## src/rtl/axi_msg_pkg.sv

```systemverilog
// ============================================================================
// Module      : axi_msg_pkg
// Description : Shared types and field positions for the message responder.
// Revision    : 1.0 - initial release
// ============================================================================
`default_nettype none

package axi_msg_pkg;

    localparam int W_MSG = 64;

    // Field positions, shared by request and response words
    localparam int OP_MSB   = 63;
    localparam int OP_LSB   = 60;
    localparam int ST_MSB   = 59;
    localparam int ST_LSB   = 56;
    localparam int ADDR_MSB = 55;
    localparam int ADDR_LSB = 48;
    localparam int TAG_MSB  = 47;
    localparam int TAG_LSB  = 32;
    localparam int DATA_MSB = 31;
    localparam int DATA_LSB = 0;

    typedef enum logic [3:0] {
        OP_NOP   = 4'd0,
        OP_WRITE = 4'd1,
        OP_READ  = 4'd2,
        OP_ADD   = 4'd3
    } op_e;

    typedef enum logic [3:0] {
        ST_OK       = 4'd0,
        ST_BAD_ADDR = 4'd1,
        ST_BAD_OP   = 4'd2
    } status_e;

    typedef enum logic [1:0] {
        S_IDLE = 2'd0,
        S_ACK  = 2'd1,
        S_EXEC = 2'd2,
        S_RESP = 2'd3
    } state_e;

endpackage

`default_nettype wire

```

## src/rtl/msg_regfile.sv

```systemverilog
// ============================================================================
// Module      : msg_regfile
// Description : N_REGS x 32 register file, combinational read, synchronous
//               write, synchronous clear.
// Revision    : 1.0 - initial release
// ============================================================================
`default_nettype none

module msg_regfile #(
    parameter int N_REGS     = 16,
    parameter int W_LOG_REGS = 4
) (
    input  logic                  clk,
    input  logic                  rst,
    input  logic [W_LOG_REGS-1:0] i_rd_addr,
    output logic [31:0]           o_rd_data,
    input  logic                  i_we,
    input  logic [W_LOG_REGS-1:0] i_wr_addr,
    input  logic [31:0]           i_wr_data
);

    logic [31:0] r_regs [N_REGS];

    // Write port; reset clears every entry
    always_ff @(posedge clk) begin
        if (rst) begin
            for (int i = 0; i < N_REGS; i++) begin
                r_regs[i] <= 32'd0;
            end
        end else if (i_we) begin
            r_regs[i_wr_addr] <= i_wr_data;
        end
    end

    assign o_rd_data = r_regs[i_rd_addr];

endmodule

`default_nettype wire

```

## src/rtl/axi_msg_responder.sv

```systemverilog
// ============================================================================
// Module      : axi_msg_responder
// Description : Pops request messages from the bridge IN FIFO, executes them
//               against a small register file and pushes one response each.
// Revision    : 1.0 - initial release
// ============================================================================
`default_nettype none

module axi_msg_responder
    import axi_msg_pkg::*;
#(
    parameter int W_MSG      = 64,
    parameter int N_REGS     = 16,
    parameter int W_LOG_REGS = 4
) (
    input  logic             clk,
    input  logic             rst,
    input  logic             i_in_msg_rdy,
    input  logic [W_MSG-1:0] i_in_msg,
    output logic             i_in_msg_ack,
    output logic             i_out_msg_rdy,
    output logic [W_MSG-1:0] i_out_msg,
    input  logic             i_out_msg_ack,
    output logic             busy,
    output logic [15:0]      n_msgs,
    output logic [15:0]      n_errs
);

    state_e           r_state;
    state_e           w_state_nxt;
    logic [W_MSG-1:0] r_msg_q;
    logic [W_MSG-1:0] r_resp;
    logic [15:0]      r_n_msgs;
    logic [15:0]      r_n_errs;

    logic [3:0]  w_op;
    logic [7:0]  w_addr;
    logic [15:0] w_tag;
    logic [31:0] w_data;
    logic [31:0] w_rd_data;
    logic [31:0] w_sum;
    logic [31:0] w_result;
    logic [31:0] w_wdata;
    logic        w_we;
    logic        w_bad_addr;
    status_e     w_status;
    logic        w_unused_rsvd;

    assign w_op          = r_msg_q[OP_MSB:OP_LSB];
    assign w_addr        = r_msg_q[ADDR_MSB:ADDR_LSB];
    assign w_tag         = r_msg_q[TAG_MSB:TAG_LSB];
    assign w_data        = r_msg_q[DATA_MSB:DATA_LSB];
    // Reserved request bits carry no meaning; the response reuses them for status
    assign w_unused_rsvd = ^r_msg_q[ST_MSB:ST_LSB];

    assign w_bad_addr = ({24'd0, w_addr} >= 32'(N_REGS));
    assign w_sum      = w_rd_data + w_data;

    // Decode the captured request into status, result and write strobe
    always_comb begin
        w_status = ST_OK;
        w_result = 32'd0;
        w_wdata  = w_data;
        w_we     = 1'b0;
        if (w_op > 4'd3) begin
            w_status = ST_BAD_OP;
        end else if (w_op != OP_NOP && w_bad_addr) begin
            w_status = ST_BAD_ADDR;
        end else begin
            case (w_op)
                OP_WRITE: begin
                    w_result = w_data;
                    w_we     = (r_state == S_EXEC);
                end
                OP_READ:  w_result = w_rd_data;
                OP_ADD: begin
                    w_result = w_sum;
                    w_wdata  = w_sum;
                    w_we     = (r_state == S_EXEC);
                end
                default:  w_result = 32'd0;
            endcase
        end
    end

    msg_regfile #(
        .N_REGS     (N_REGS),
        .W_LOG_REGS (W_LOG_REGS)
    ) u_regfile (
        .clk       (clk),
        .rst       (rst),
        .i_rd_addr (w_addr[W_LOG_REGS-1:0]),
        .o_rd_data (w_rd_data),
        .i_we      (w_we),
        .i_wr_addr (w_addr[W_LOG_REGS-1:0]),
        .i_wr_data (w_wdata)
    );

    // State register
    always_ff @(posedge clk) begin
        if (rst) r_state <= S_IDLE;
        else     r_state <= w_state_nxt;
    end

    // Next-state logic; one request in flight at a time
    always_comb begin
        w_state_nxt = r_state;
        case (r_state)
            S_IDLE: if (i_in_msg_rdy) w_state_nxt = S_ACK;
            S_ACK:  w_state_nxt = S_EXEC;
            S_EXEC: w_state_nxt = (w_op == OP_NOP) ? S_IDLE : S_RESP;
            S_RESP: if (i_out_msg_ack) w_state_nxt = S_IDLE;
            default: w_state_nxt = S_IDLE;
        endcase
    end

    // Handshake outputs decoded from the state
    always_comb begin
        i_in_msg_ack  = 1'b0;
        i_out_msg_rdy = 1'b0;
        busy          = 1'b0;
        case (r_state)
            S_ACK:  begin i_in_msg_ack  = 1'b1; busy = 1'b1; end
            S_EXEC: busy = 1'b1;
            S_RESP: begin i_out_msg_rdy = 1'b1; busy = 1'b1; end
            default: busy = 1'b0;
        endcase
    end

    // Request capture, response register and saturating counters
    always_ff @(posedge clk) begin
        if (rst) begin
            r_msg_q  <= '0;
            r_resp   <= '0;
            r_n_msgs <= 16'd0;
            r_n_errs <= 16'd0;
        end else begin
            if (r_state == S_IDLE && i_in_msg_rdy) begin
                r_msg_q <= i_in_msg;
            end
            if (r_state == S_ACK && r_n_msgs != 16'hFFFF) begin
                r_n_msgs <= r_n_msgs + 16'd1;
            end
            if (r_state == S_EXEC && w_op != OP_NOP) begin
                r_resp <= {w_op, w_status, w_addr, w_tag, w_result};
                if (w_status != ST_OK && r_n_errs != 16'hFFFF) begin
                    r_n_errs <= r_n_errs + 16'd1;
                end
            end
        end
    end

    assign i_out_msg = r_resp;
    assign n_msgs    = r_n_msgs;
    assign n_errs    = r_n_errs;

endmodule

`default_nettype wire

```

## config.mk

```make
export PLATFORM = sky130hd
export DESIGN_NAME = axi_msg_responder
export DESIGN_NICKNAME = d
export VERILOG_FILES = /design/src/rtl/axi_msg_pkg.sv /design/src/rtl/msg_regfile.sv /design/src/rtl/axi_msg_responder.sv
export SDC_FILE = /design/constraint.sdc
export NUM_CORES = 1
export LEC_CHECK = 0
export ABC_CLOCK_PERIOD_IN_PS = 4100
export CORE_ASPECT_RATIO = 1.75
export CORE_MARGIN = 3
export CORE_UTILIZATION = 54
export CTS_CLUSTER_DIAMETER = 80
export DETAILED_ROUTE_END_ITERATION = 7
export PLACE_DENSITY = 0.76
export SETUP_SLACK_MARGIN = 0.2
export SLEW_MARGIN = 20
export SYNTH_ARGS = -nofsm -noshare
export SYNTH_HDL_FRONTEND = slang
export SYNTH_SLANG_ARGS = --single-unit
```

## constraint.sdc

```tcl
create_clock -name clk -period 4.1 [get_ports clk]
set_input_delay 0.82 -clock clk [delete_from_list [all_inputs] [get_ports clk]]
set_output_delay 0.82 -clock clk [all_outputs]
set_load 0.005 [all_outputs]
```

# ---- Word-level counts from Yosys, hierarchy flattened
# Memory sizes are Yosys's and may differ from the RTL's. A register that Yosys moved wholly into a read port is not among the register bits.
# Index checks and enable logic that the tools add are counted.
dict set report totals {
  input_bits 68
  memories 1
  ff_bits 162
  ram_bits 512
}
dict set report op_classes {
  muxes 28
  n_eq_ne 10
  addsub 3
  magnitude_cmp 2
  n_reduce_logical 14
}
# name words word_bits read_ports rd_clocked_by_memory_dff write_ports line
set mem_list {}
lappend mem_list {u_regfile.r_regs 16 32 1 1 16 msg_regfile.sv:22} ;# logic [31:0] r_regs [N_REGS];
# cell n
set op_table {}
lappend op_table {{2-to-1 mux 32 bit} 6}
lappend op_table {{case mux 32 bit (3 select lines)} 1}
lappend op_table {{adder 16 x 1 -> 16 bit (second input constant)} 2}
lappend op_table {{adder 32 bit} 1}
lappend op_table {{inequality test 16 bit (second input constant)} 2}
lappend op_table {{OR reduction 32 bit} 1}
lappend op_table {{2-to-1 mux 1 bit} 13}
lappend op_table {{2-to-1 mux 4 bit} 3}
lappend op_table {{equality test 4 x 2 -> 1 bit (second input constant)} 2}
lappend op_table {{>= comparator 8 x 5 -> 1 bit (second input constant)} 1}
lappend op_table {{2-to-1 mux 2 bit} 4}
lappend op_table {{case mux 2 bit (4 select lines)} 1}
lappend op_table {{nonzero test 4 bit} 2}
lappend op_table {{logical AND 1 bit} 5}
lappend op_table {{equality test 2 bit (second input constant)} 2}
lappend op_table {{equality test 4 x 1 -> 1 bit (second input constant)} 1}
lappend op_table {{> comparator 4 x 2 -> 1 bit (second input constant)} 1}
lappend op_table {{logical NOT 4 bit} 1}
lappend op_table {{inequality test 2 bit (second input constant)} 2}
lappend op_table {{AND reduction 2 bit} 2}
lappend op_table {{OR reduction 3 bit} 1}
lappend op_table {{equality test 2 x 1 -> 1 bit (second input constant)} 1}
lappend op_table {{logical NOT 2 bit} 1}
lappend op_table {{OR reduction 2 bit} 1}

# ---- Depth between registers and ports, before layout
dict set report logic_depth {
  depth_word 10
  ltp_mapped 16
  mapped_depth_nobuf 13
}

# ---- Cells and area by module
# A second synthesis with hierarchy kept.
dict set report unflattened {
  cells_unflattened 2546
  area_unflattened_um2 31542.8
}
# module area_each_um2 cells_each n_inst
set by_module_without_submodules {}
lappend by_module_without_submodules {msg_regfile 22863.2 1416 1}
lappend by_module_without_submodules {axi_msg_responder 8679.6 1130 1}

# ---- Worst setup path before layout
# Ideal clock, no wire load.
dict set report synth_timing {
  path_kind {flip-flop to flip-flop}
  start {reg (tool-made name)}
  end {mem u_regfile.r_regs[0][18] (data pin)}
  arrival_ns 4.098
  path_stages_with_launch 17
  t_required_ns 3.834
  setup_slack_ns -0.264
  period_less_slack_ns 4.364
  setup_time_ns 0.266
  cell_sequence {dfxtp_1 > buf_2 > buf_2 > buf_1 > mux4_2 > mux4_2 > ha_1 > fa_1 > a21oi_1 > o21ai_1 > a31oi_1 > o21bai_1 > a21oi_1 > xnor2_1 > mux2i_1 > buf_2 > nor2_1}
}
# element line
set synth_lines {}
lappend synth_lines {{to (decl)} msg_regfile.sv:22}

==> impl.org <==
** Floorplan
- The region available for standard cell placement spans 55,500 um^2.
- For this design the top-level I/O count stands at 167.
- Horiz. Die Dim :: 185 um
- Measured along the y axis, the die boundary spans 320 um.
- For this configuration, the core starts out at a cell density of 0.547.
- The die covers 59,200 um^2.
- Placement Rows :: 114

** Clock network
- Counting the buffers created by CTS gives 56.
- In this run the number of H-tree levels came out at 2.
- Longest Clk Path Bufs :: 3
- Clock latency of the later-clocked register in the worst-skew pair :: 0.62 ns
- TritonCTS built the clock tree.
- CTS clk-pin slew, worst paths :: 0.07 ns
- The tree built by TritonCTS fans out to 672 sinks.
- Cell at the root of the clock tree :: clkbuf_16

** Setup path
- Slowest cell on the critical path :: mux4_2
- The endpoint identified for the worst register-to-register timing path is u_regfile.r_regs[5][22].
- Gate family responsible for the most delay along the worst path :: multiplexers
- The signal on the critical path passes through buf_6 > buf_12 > buf_12 > mux4_2 > mux4_2 > ha_4 > nand4_1 > or3_4 > o21ai_4 > buf_6 > buf_6 > nor2_4 > xnor2_2 > mux2i_4 > buf_6 > buf_16 > nor2_1.
- CP Launch Type :: flip-flop
- Across all register-to-register paths, the minimum setup slack is -0.28 ns.
- Buffers & Inverters on Critical Path :: 7
- Endpoint type of the worst setup path :: flip-flop
- In this design, the stage delay of the slowest critical-path cell is 0.57 ns.
- Most common cell type on the critical path :: buf_6
- Critical path peak fanout :: 9
- Worst path arrival time :: 4.72 ns
- Number of cells traversed by the worst register-to-register path :: 17
- The worst setup path is of the flip-flop to flip-flop kind.
- For the worst setup path, the data required time is 4.44 ns.

** Synth
- Mean area per synthesized cell :: 12.3 um^2
- Netlist area before placement :: 30,300 um^2
- In this run, synthesis inferred 512 flip-flops with an integrated enable.
- Of the post-synthesis cell area, the part taken by muxes is 0.128.
- Of all flip-flops after synthesis, the portion carrying an async set or reset was 0.
- After synthesis, the largest family of logic cells by area is simple AND/OR/NAND/NOR gates.
- edfxtp_1 takes more of the synthesized area than any other cell.
- Compound-Gate Fraction of Synth Area :: 0.0662
- Sequential element share of the synthesized area :: 0.612
- Main flop type after synthesis :: edfxtp_1
- Unique cell type count in the Yosys netlist :: 69
- In the synthesized netlist, the number of instances is 2,458.
- Leading post-synthesis cells by cell area :: edfxtp_1 (51%), mux4_2 (12%), dfxtp_1 (11%)
- Yosys warning count :: 0
- Of the total synthesized cell area, the portion taken by XOR and XNOR cells is 0.0146.
- Simple logic cell fraction of the synthesized area :: 0.134
- Share of the synthesized area in the top cell type :: 0.507
- Share of synthesized cell area in full adder, half adder and majority cells :: 0.0143
- In this run, synthesis produced a sequential element count of 672.

** Min path
- Hold path startpoint :: i_out_msg[25]
- Depth of the worst hold-timing path :: 2
- The tightest min-delay check is of the flip-flop to flip-flop type.
- Terminating pin of the worst hold path :: i_out_msg[25]

** Run status
- Result of the run :: finished with violations
- Failing checks :: setup timing

** Routing
- Avg WL per Cell :: 27.1 um
- Count of TritonRoute iterations in the first routing pass :: 6
- Remaining antenna violation count after routing :: 0
- Post-route DRC violation count :: 0
- In this run, the number of DRC markers left after iteration 0 of detailed routing was 2,487.
- The routed layout has 22,900 vias.
- Via density per instance :: 6.38
- Total Routed Length :: 97,300 um

** Finish
- Proportion of layout cells with a drive suffix above 1 :: 0.288
- Compared with the post-synthesis result, the final layout area differs by 28.0%.
- Antenna cell count :: 0
- Counting the fill cells in the layout gives 3,538.
- The final layout contains 2,952 nets.

** STA
- Timing-limited maximum frequency :: 228 MHz
- Setup violations remaining at the end of the flow were counted as 307.
- Across all hold checks on the routed design, the worst slack comes to 0.449 ns.
- Worst-case setup margin in the final layout :: -0.279 ns
- The worst pin sits at a relative slew slack of 0.286.
- At the pin with the least slew margin, the transition time is 1.06 ns.
- RSZ-0062 raised after global routing :: true
- The smallest clock period supported by the final layout is computed as 4.38 ns.
- Part of the cycle the worst path needs :: 1.07
- Clock skew :: 0.0178 ns
- Max Transition Viols Final :: 0
- Number of hold violations in the final report :: 0

** Global route
- For this run, the total global-route usage over all layers was measured as 0.317.
- First-pass GRT wire length :: 139,000 um
- The number of antenna violations at the first check in global routing was 0.
- Overall overflow remaining after global route :: 0
- The via count of the first global-routing pass came to 23,200.
- Maximum number of pins on one net before global-route repair :: 79

** Run
- Reported max-cap violation count :: 0

** Placed design
- Post-DP HPWL :: 60,500 um
- At the placement stage, the worst setup path has a slack of -0.388 ns.
- Weighted congestion reported at the end of routability-driven placement :: 0.931
- PortBufs :: 160

** Pwr
- Summed over all cells, the static leakage comes to 0.0134 uW.
- For this design the ratio of total power to cell area is 409 nW/um^2.
- Peak supply drop :: 0.000428 V
worst min-delay path: stages, from the launching register on:
cell and delay, ns:
dfxtp_1 0.31, nand2_1 0.05, o21ai_1 0.05
power breakdown:
group          switching, uW  internal, uW  total [uW]
registers                141          7520        7660
clock network           2530          3190        5720
logic                   1310          1200        2510
total                   3980         11900       15900
flip-flops by register name, summed over array words and instances (netlist names), named ones only:
register,count
r_msg_q,60
n_msgs,16
i_out_msg,62
u_regfile.r_regs,512
n_errs,16
r_state,2
synthesized netlist by cell type, types with 4 or more instances:
master and n:
nor2_1 585, edfxtp_1 512, nand2_1 252, dfxtp_1 160, mux4_2 158, a21oi_1 157
clkbuf_1 118, buf_2 43, o21ai_0 38, ha_1 33, xnor2_1 33, a22oi_1 29
nor3_1 22, nand4_1 21, inv_1 20, mux2i_1 20, nand3_1 19, nand2b_1 18
a21o_1 14, or3_1 14, xor2_1 14, o21ai_1 12, buf_1 11, a211oi_1 10
buf_4 10, nor2_2 10, and3_1 8, nor2b_1 8, a222oi_1 6, buf_6 6
a22o_1 5, and4_1 5, mux2_2 5, o211ai_1 5, o21bai_1 5, or2_2 5
a21oi_2 4, a22oi_2 4, a31oi_1 4, a32oi_1 4, mux2i_2 4, nor3b_2 4
how the worst max path moves through the flow:
stage	start	end	slack, ns	cells after the start
after floorplan	flip-flop	u_regfile.r_regs[0][25]	-0.001	15
after global placement	flip-flop	u_regfile.r_regs[6][27]	-0.35	15
after detailed placement	flip-flop	u_regfile.r_regs[2][27]	-0.39	15
after CTS	flip-flop	u_regfile.r_regs[6][25]	-0.25	14
after global routing	flip-flop	u_regfile.r_regs[1][28]	-0.36	17
final	flip-flop	u_regfile.r_regs[5][22]	-0.28	17
cell usage in the layout, fill, tap and decap left out, types with 7 or more instances in the layout:
master	n
nor2_1	534
edfxtp_1	512
buf_4	270
nand2_1	244
clkdlybuf4s50_1	159
mux4_2	158
dfxtp_1	156
a21oi_1	141
clkbuf_16	62
buf_12	51
nor2_4	42
buf_6	31
o21ai_0	26
ha_4	25
a22oi_1	24
xnor2_1	24
nand4_1	21
inv_1	20
nor3_1	19
nor2_2	19
mux2i_1	18
nand2b_2	16
o21ai_1	14
a21o_1	14
xor2_1	14
or3_1	13
a21oi_2	13
nand3_1	13
clkinv_2	11
xnor2_2	10
a22oi_2	9
clkinv_1	9
and3_1	8
nor2b_1	7
a21oi_4	7
ha_1	7
clkbuf_1	7
bufinv_16	7
per-stage QoR:
stage	setup TNS, ns	instances	instance area [um^2]	util	power [uW]
floorplan	-0.0105	2459	30600	-	8910
global placement	-72.71	3423	35000	0.631	9830
detailed placement	-79.00	3423	35000	0.631	9890
CTS	-31.95	3554	37700	0.679	15600
global route	-75.68	3593	38800	0.700	16300
finish	-43.49	3593	38800	0.700	15900
routing by layer:
metal  part of all wire  up-vias  track usage  wire length [um]
met1               0.32    11200        0.348             30800
met3              0.093      439       0.0635              9030
li1                   -     9690            -                 -
met2               0.52     1609        0.555             50200
met4              0.074        0        0.204              7220
met5                  0        -            0                 0
layout make-up:
class                   count  area (um^2)  share of cell area
well taps                 696          871              0.0224
clock buffers              70         1550              0.0398
repair buffers            521         5210               0.134
clock inverters            35          390              0.0101
multi-input cells        1579        12200               0.313
inverters                  20         75.1             0.00193
flip-flops and latches    672        18600               0.479
timing repair:
item,in CTS,in global routing
setup buffers,22,34
hold buffers,0,0
gates cloned,4,5
resized for setup,91,176
pin swaps,18,30
endpoints found under the setup margin,387,437
logic make-up after synthesis:
kind of cell    count (synthesis)
mux                           188
compound gates                324
buf+inv                       208
other cells                     1
fa+ha+maj                      34
simple gates                  982
xor+xnor                       49
flops                         672
Note: power is estimated with default switching activity, not from simulation.
